<file path="src/rtl/median_ctrl_pkg.sv">
// Shared definitions for the 5x5 median filter frame sequencer.
package median_ctrl_pkg;

  localparam int COORD_W = 12;
  localparam int CNT_W   = 24;

  localparam logic [1:0] ST_IDLE  = 2'd0;
  localparam logic [1:0] ST_RUN   = 2'd1;
  localparam logic [1:0] ST_DRAIN = 2'd2;
  localparam logic [1:0] ST_DONE  = 2'd3;

  typedef enum logic [1:0] {
    IDLE  = ST_IDLE,
    RUN   = ST_RUN,
    DRAIN = ST_DRAIN,
    DONE  = ST_DONE
  } state_t;

  // Number of full 5x5 windows that fit in an img_w x img_h frame.
  function automatic logic [CNT_W-1:0] window_count(input int img_w, input int img_h);
    return CNT_W'((img_w - 4) * (img_h - 4));
  endfunction

endpackage

</file>
<file path="src/rtl/median_filter_5x5_ctrl_raster_counter.sv">
// Raster-order x/y position counter: x runs 0..LIMIT_X, then wraps and y advances.
module raster_counter
  import median_ctrl_pkg::*;
#(
  parameter int LIMIT_X = 7,
  parameter int LIMIT_Y = 5
) (
  input  logic               clk,
  input  logic               srst,
  input  logic               clr,
  input  logic               inc,
  output logic [COORD_W-1:0] x,
  output logic [COORD_W-1:0] y,
  output logic               last
);

  localparam logic [COORD_W-1:0] MAX_X = COORD_W'(LIMIT_X);
  localparam logic [COORD_W-1:0] MAX_Y = COORD_W'(LIMIT_Y);
  localparam logic [COORD_W-1:0] ONE   = COORD_W'(1);

  logic [COORD_W-1:0] x_reg;
  logic [COORD_W-1:0] y_reg;
  logic               x_wrap;
  logic               y_wrap;

  assign x_wrap = (x_reg == MAX_X);
  assign y_wrap = (y_reg == MAX_Y);

  // Position update: clear wins over increment; wrap detection by equality only.
  always_ff @(posedge clk) begin
    if (srst || clr) begin
      x_reg <= '0;
      y_reg <= '0;
    end else if (inc) begin
      if (x_wrap) begin
        x_reg <= '0;
        y_reg <= y_wrap ? '0 : y_reg + ONE;
      end else begin
        x_reg <= x_reg + ONE;
      end
    end
  end

  assign x    = x_reg;
  assign y    = y_reg;
  assign last = x_wrap && y_wrap;

endmodule

</file>
<file path="src/rtl/median_filter_5x5_ctrl.sv">
// Frame sequencer for the 5x5 median datapath: tracks input raster position,
// strobes a window for every full neighbourhood, tags returned results and
// reports frame completion or drain timeout.
module median_filter_5x5_ctrl
  import median_ctrl_pkg::*;
#(
  parameter int IMG_W        = 640,
  parameter int IMG_H        = 480,
  parameter int CALC_LAT_MAX = 64
) (
  input  logic               clk,
  input  logic               rst_n,
  input  logic               start_i,
  input  logic               pix_valid_i,
  output logic               shift_en_o,
  output logic               win_valid_o,
  input  logic               calc_done_i,
  output logic               res_valid_o,
  output logic [COORD_W-1:0] res_x_o,
  output logic [COORD_W-1:0] res_y_o,
  output logic               busy_o,
  output logic               frame_done_o,
  output logic               err_o
);

  localparam logic [CNT_W-1:0]   WIN_TOTAL = window_count(IMG_W, IMG_H);
  localparam logic [CNT_W-1:0]   WDOG_LAST = CNT_W'(CALC_LAT_MAX - 1);
  localparam logic [CNT_W-1:0]   CNT_ONE   = CNT_W'(1);
  localparam logic [COORD_W-1:0] WIN_EDGE  = COORD_W'(4);

  state_t             state_reg;
  state_t             state_next;
  logic [CNT_W-1:0]   issued_reg;
  logic [CNT_W-1:0]   returned_reg;
  logic [CNT_W-1:0]   returned_next;
  logic [CNT_W-1:0]   drain_cnt_reg;
  logic               err_reg;
  logic               win_valid_reg;
  logic               res_valid_reg;
  logic [COORD_W-1:0] res_x_reg;
  logic [COORD_W-1:0] res_y_reg;

  logic [COORD_W-1:0] col;
  logic [COORD_W-1:0] row;
  logic               in_last;
  logic [COORD_W-1:0] out_x;
  logic [COORD_W-1:0] out_y;

  logic start_acc;
  logic res_phase;
  logic res_acc;
  logic overrun;
  logic win_hit;
  logic frame_complete;
  logic wdog_fire;

  assign start_acc  = (state_reg == IDLE) && start_i;
  assign shift_en_o = pix_valid_i && (state_reg == RUN);
  assign res_phase  = (state_reg == RUN) || (state_reg == DRAIN);
  // A result is only legal while some issued window is still outstanding.
  assign res_acc    = calc_done_i && res_phase && (returned_reg != issued_reg);
  assign overrun    = calc_done_i && res_phase && (returned_reg == issued_reg);
  assign win_hit    = shift_en_o && (col >= WIN_EDGE) && (row >= WIN_EDGE);

  assign returned_next  = res_acc ? returned_reg + CNT_ONE : returned_reg;
  assign frame_complete = (returned_next == WIN_TOTAL);
  assign wdog_fire      = (state_reg == DRAIN) && !frame_complete && (drain_cnt_reg == WDOG_LAST);

  raster_counter #(
    .LIMIT_X (IMG_W - 1),
    .LIMIT_Y (IMG_H - 1)
  ) u_in_pos (
    .clk  (clk),
    .srst (rst_n),
    .clr  (start_acc),
    .inc  (shift_en_o),
    .x    (col),
    .y    (row),
    .last (in_last)
  );

  raster_counter #(
    .LIMIT_X (IMG_W - 5),
    .LIMIT_Y (IMG_H - 5)
  ) u_out_pos (
    .clk  (clk),
    .srst (rst_n),
    .clr  (start_acc),
    .inc  (res_acc),
    .x    (out_x),
    .y    (out_y),
    .last ()
  );

  // Next-state logic for the frame sequence.
  always_comb begin
    state_next = state_reg;
    unique case (state_reg)
      IDLE:    if (start_i) state_next = RUN;
      RUN:     if (shift_en_o && in_last) state_next = DRAIN;
      DRAIN:   if (frame_complete || wdog_fire) state_next = DONE;
      DONE:    state_next = IDLE;
      default: state_next = IDLE;
    endcase
  end

  // State, window/result bookkeeping, drain watchdog and sticky error.
  always_ff @(posedge clk) begin
    if (rst_n) begin
      state_reg     <= IDLE;
      issued_reg    <= '0;
      returned_reg  <= '0;
      drain_cnt_reg <= '0;
      err_reg       <= 1'b0;
      win_valid_reg <= 1'b0;
      res_valid_reg <= 1'b0;
      res_x_reg     <= '0;
      res_y_reg     <= '0;
    end else begin
      state_reg     <= state_next;
      win_valid_reg <= win_hit;
      res_valid_reg <= res_acc;
      if (res_acc) begin
        res_x_reg <= out_x;
        res_y_reg <= out_y;
      end
      if (start_acc) begin
        issued_reg    <= '0;
        returned_reg  <= '0;
        drain_cnt_reg <= '0;
        err_reg       <= 1'b0;
      end else begin
        if (win_hit) issued_reg <= issued_reg + CNT_ONE;
        returned_reg <= returned_next;
        if (overrun || wdog_fire) err_reg <= 1'b1;
        drain_cnt_reg <= (state_reg == DRAIN) ? drain_cnt_reg + CNT_ONE : '0;
      end
    end
  end

  assign win_valid_o  = win_valid_reg;
  assign res_valid_o  = res_valid_reg;
  assign res_x_o      = res_x_reg;
  assign res_y_o      = res_y_reg;
  assign err_o        = err_reg;
  assign busy_o       = (state_reg != IDLE);
  assign frame_done_o = (state_reg == DONE);

endmodule
</file>
<file path="config.mk">
export PLATFORM = sky130hd
export DESIGN_NAME = median_filter_5x5_ctrl
export DESIGN_NICKNAME = d
export VERILOG_FILES = /design/src/rtl/median_ctrl_pkg.sv /design/src/rtl/median_filter_5x5_ctrl_raster_counter.sv /design/src/rtl/median_filter_5x5_ctrl.sv
export SDC_FILE = /design/constraint.sdc
export NUM_CORES = 1
export LEC_CHECK = 0
export CAP_MARGIN = 30
export CORE_ASPECT_RATIO = 1.25
export CORE_MARGIN = 5
export CORE_UTILIZATION = 55
export CTS_BUF_LIST = sky130_fd_sc_hd__clkbuf_4
export CTS_CLUSTER_DIAMETER = 150
export DETAILED_ROUTE_END_ITERATION = 16
export GPL_ROUTABILITY_DRIVEN = 0
export PLACE_DENSITY = 0.77
export SYNTH_ARGS = -nofsm -noshare
export SYNTH_HDL_FRONTEND = slang
export SYNTH_SLANG_ARGS = --single-unit
</file>
<file path="constraint.sdc">
create_clock -name clk -period 3.54 [get_ports clk]
set_input_delay 0.531 -clock clk [delete_from_list [all_inputs] [get_ports clk]]
set_output_delay 0.531 -clock clk [all_outputs]
set_load 0.01 [all_outputs]
</file>
==> impl_metrics.json <==
{
  "status": "completed",
  "antenna_found_initial": 1,
  "cap_violations": 0,
  "root_buffer": "clkbuf_4",
  "leakagePower_uw": 0.00263,
  "nets": 916,
  "num_vias": 6019,
  "rows": 46,
  "coreArea_sq_mm": 0.0128,
  "slew_headroom_pct": 48.5,
  "dieArea_sq_mm": 0.0155,
  "synth-edff-count": 0,
  "clock_latency_ns": 0.55,
  "die_h_microns": 138,
  "hpwl_microns": 10800,
  "maxSlewViolCount": 0,
  "syn_to_final_growth_pct": 10.9,
  "hold_viol": 0,
  "grt_usage_pct": 20.5,
  "syn-num-nets": 890,
  "place_ws_ns": 0.0727,
  "worst_r2r_path_depth": 10,
  "finalCriticalPeriod_ns": 3.28,
  "avgSynthCellArea_sq_um": 8.27,
  "critPathRequiredTime_ns": 4.01,
  "wl_per_cell_microns": 14.1,
  "period_share_pct": 92.5,
  "port_buffers": 34,
  "synthAdderAreaFrac_pct": 2.43,
  "cts_tree": "done",
  "drive_gt1_share_pct": 6.70,
  "rrSetupSlack_ns": 0.26,
  "vdd_ir_drop_max_mv": 0.259,
  "drt-total-wl_microns": 15200,
  "synthMuxAreaShare_pct": 0.694,
  "drc": 0,
  "multi_input_area_sq_mm": 0.00395,
  "seqCellArea_sq_mm": 0.00298,
  "cts_htree_levels": 4,
  "vias_per_cell": 5.58,
  "synth_compound_area_share_pct": 8.68,
  "nFillCells": 1125,
  "worstPathArrival_ns": 3.74,
  "synth_seq_cells": 149,
  "hold_buffers": 0,
  "grt_max_degree": 41,
  "ys_async_sr_fraction_pct": 0,
  "drtIter0Drc": 290,
  "ys_top_cells_by_area": "dfxtp_1 41%, xnor2_1 8.5%, nor2_1 6.5%",
  "skew_ns": 0.0234,
  "cts_setup_buffers": 0,
  "synth_cell_types": 64,
  "tightest_slew_ns": 0.767,
  "initial_core_util_pct": 56.4,
  "cts_resized": 0,
  "fp.dieW_microns": 112,
  "synth_xor_area_share_pct": 14.9,
  "overflow": 0,
  "worst_setup_path_start_kind": "flop",
  "yosysSeqAreaShare_pct": 41.4,
  "synth_top_family_by_area": "simple AND/OR/NAND/NOR gates",
  "cp_max_fo": 7,
  "cts_sinks": 149,
  "cts_buffers": 17,
  "yosysTopAreaCell": "dfxtp_1",
  "synthSimpleGateAreaFrac_pct": 28.0,
  "first_pass_iters": 5,
  "grt_first_pass_wirelength_microns": 26400,
  "synth_top_area_share_pct": 41.4,
  "worstSetupPathType": "reg -> reg",
  "fmax_ghz": 0.305,
  "clk_pin_slew_ns": 0.13,
  "powerDensity_mw_per_mm2": 390,
  "setup_slack_ns": 0.265,
  "setup_violations": 0,
  "ios": 35,
  "worstSetupEndpointType": "flop",
  "ant_nets": 0,
  "fin_setup_tns_ns": 0,
  "synthFlopType": "dfxtp_1",
  "min_path_cells": 2,
  "clock_tree.buffer_depth": 2,
  "yosys_warnings": 0,
  "grt_pass1_vias": 5786,
  "holdCritPathClass": "reg -> reg",
  "synth_cells": 871,
  "synth_area_sq_mm": 0.00721,
  "rsz0062_at_grt": "no"
}
[layout make-up]
| cell class | count | share of cell area, % |
|---|---|---|
| repair buffers | 49 | 5.98 |
| inverters | 21 | 0.987 |
| clock inverters | 14 | 1.88 |
| multi-input cells | 659 | 49.5 |
| flip-flops and latches | 149 | 37.3 |
| well taps | 168 | 2.63 |
| diodes | 1 | 0.0313 |
| clock buffers | 18 | 1.69 |
[cell families after synthesis]
kind of cell	after synthesis
DFF	149
muxes	5
buffers and inverters	63
adders and majority gates	14
and+or+nand+nor	416
AOI/OAI and AO/OA	101
xor gates and xnor gates	123
[per-layer routing]
metal	vias to the layer above	global-route usage (%)	share of wire, %
met5	-	0	0
met4	0	7.28	1.7
met3	25	4.45	4.0
met2	131	37.2	51
met1	2852	23.8	43
li1	3011	-	-
[power breakdown]
| part | switching (uW) | total (uW) | internal [uW] |
|---|---|---|---|
| logic | 221 | 345 | 124 |
| registers | 16.2 | 1710 | 1690 |
| clock network | 628 | 1060 | 435 |
[synthesized netlist by cell type, types with 2 or more instances]
library cell and instances:
or4_1 2, xnor2_1 70, nor2b_1 3, xor2_1 53, buf_4 6, or2_2 5
nor3_1 13, buf_2 8, inv_1 21, o211ai_1 2, nand4_1 33, nand2_1 101
clkbuf_1 26, or2_1 2, nand2b_1 7, a21o_1 2, a21oi_1 53, o21a_1 2
and3_1 27, dfxtp_1 149, and2_1 11, and3_4 2, ha_1 14, nand3_1 46
nor4_1 10, mux2i_1 5, nand3b_1 2, and4_1 4, nor2_1 124, o21ai_0 17
or3_1 17, o22a_1 2
[through the flow]
step                area, sq um  total power [uW]  hold slack [ns]  instances  util (%)
global route               7990              3260            0.483       1079      62.5
detailed placement         7700              2090            0.448       1046      60.3
finish                     7990              3120            0.462       1079      62.5
CTS                        7990              3150            0.466       1078      62.5
floorplan                  7210              1970            0.426        871         -
global placement           7680              2080            0.441       1045      60.1
[critical path, cell delays in order, from the launching register on]
cell	delay [ns]
dfxtp_1	0.40
inv_1	0.10
ha_1	0.37
and3_1	0.22
and3_1	0.32
nand3_1	0.10
or4_1	0.51
a2111o_1	0.44
o41ai_2	0.37
o21ai_2	0.12
a221oi_2	0.26
[final timing paths]
| path | from | to |
|---|---|---|
| max | state_reg[1] | state_reg[0] |
| min | res_y_o[0] | res_y_o[0] |
| max reg2reg | state_reg[1] | state_reg[0] |
| min reg2reg | res_y_o[0] | res_y_o[0] |
[placed cells by master, fill, tap and decap left out, drive strengths merged, types with 3 or more instances in the layout]
cell | Yosys | layout
nor2b | 3 | 3
buf | 16 | 15
o21ai | 19 | 19
and4 | 4 | 4
dfxtp | 149 | 149
clkinv | 0 | 7
inv | 21 | 25
or2 | 7 | 7
and2 | 12 | 12
nor2 | 124 | 124
a21oi | 53 | 53
and3 | 29 | 29
clkbuf | 26 | 18
nand2b | 7 | 7
nand3 | 47 | 47
xnor2 | 70 | 70
nand2 | 101 | 101
nor4 | 11 | 11
nor3 | 13 | 13
ha | 14 | 14
mux2i | 5 | 5
xor2 | 53 | 53
clkdlybuf4s50 | 0 | 34
or3 | 17 | 17
nand4 | 33 | 33
No activity file was read; power rests on OpenSTA's default activity.
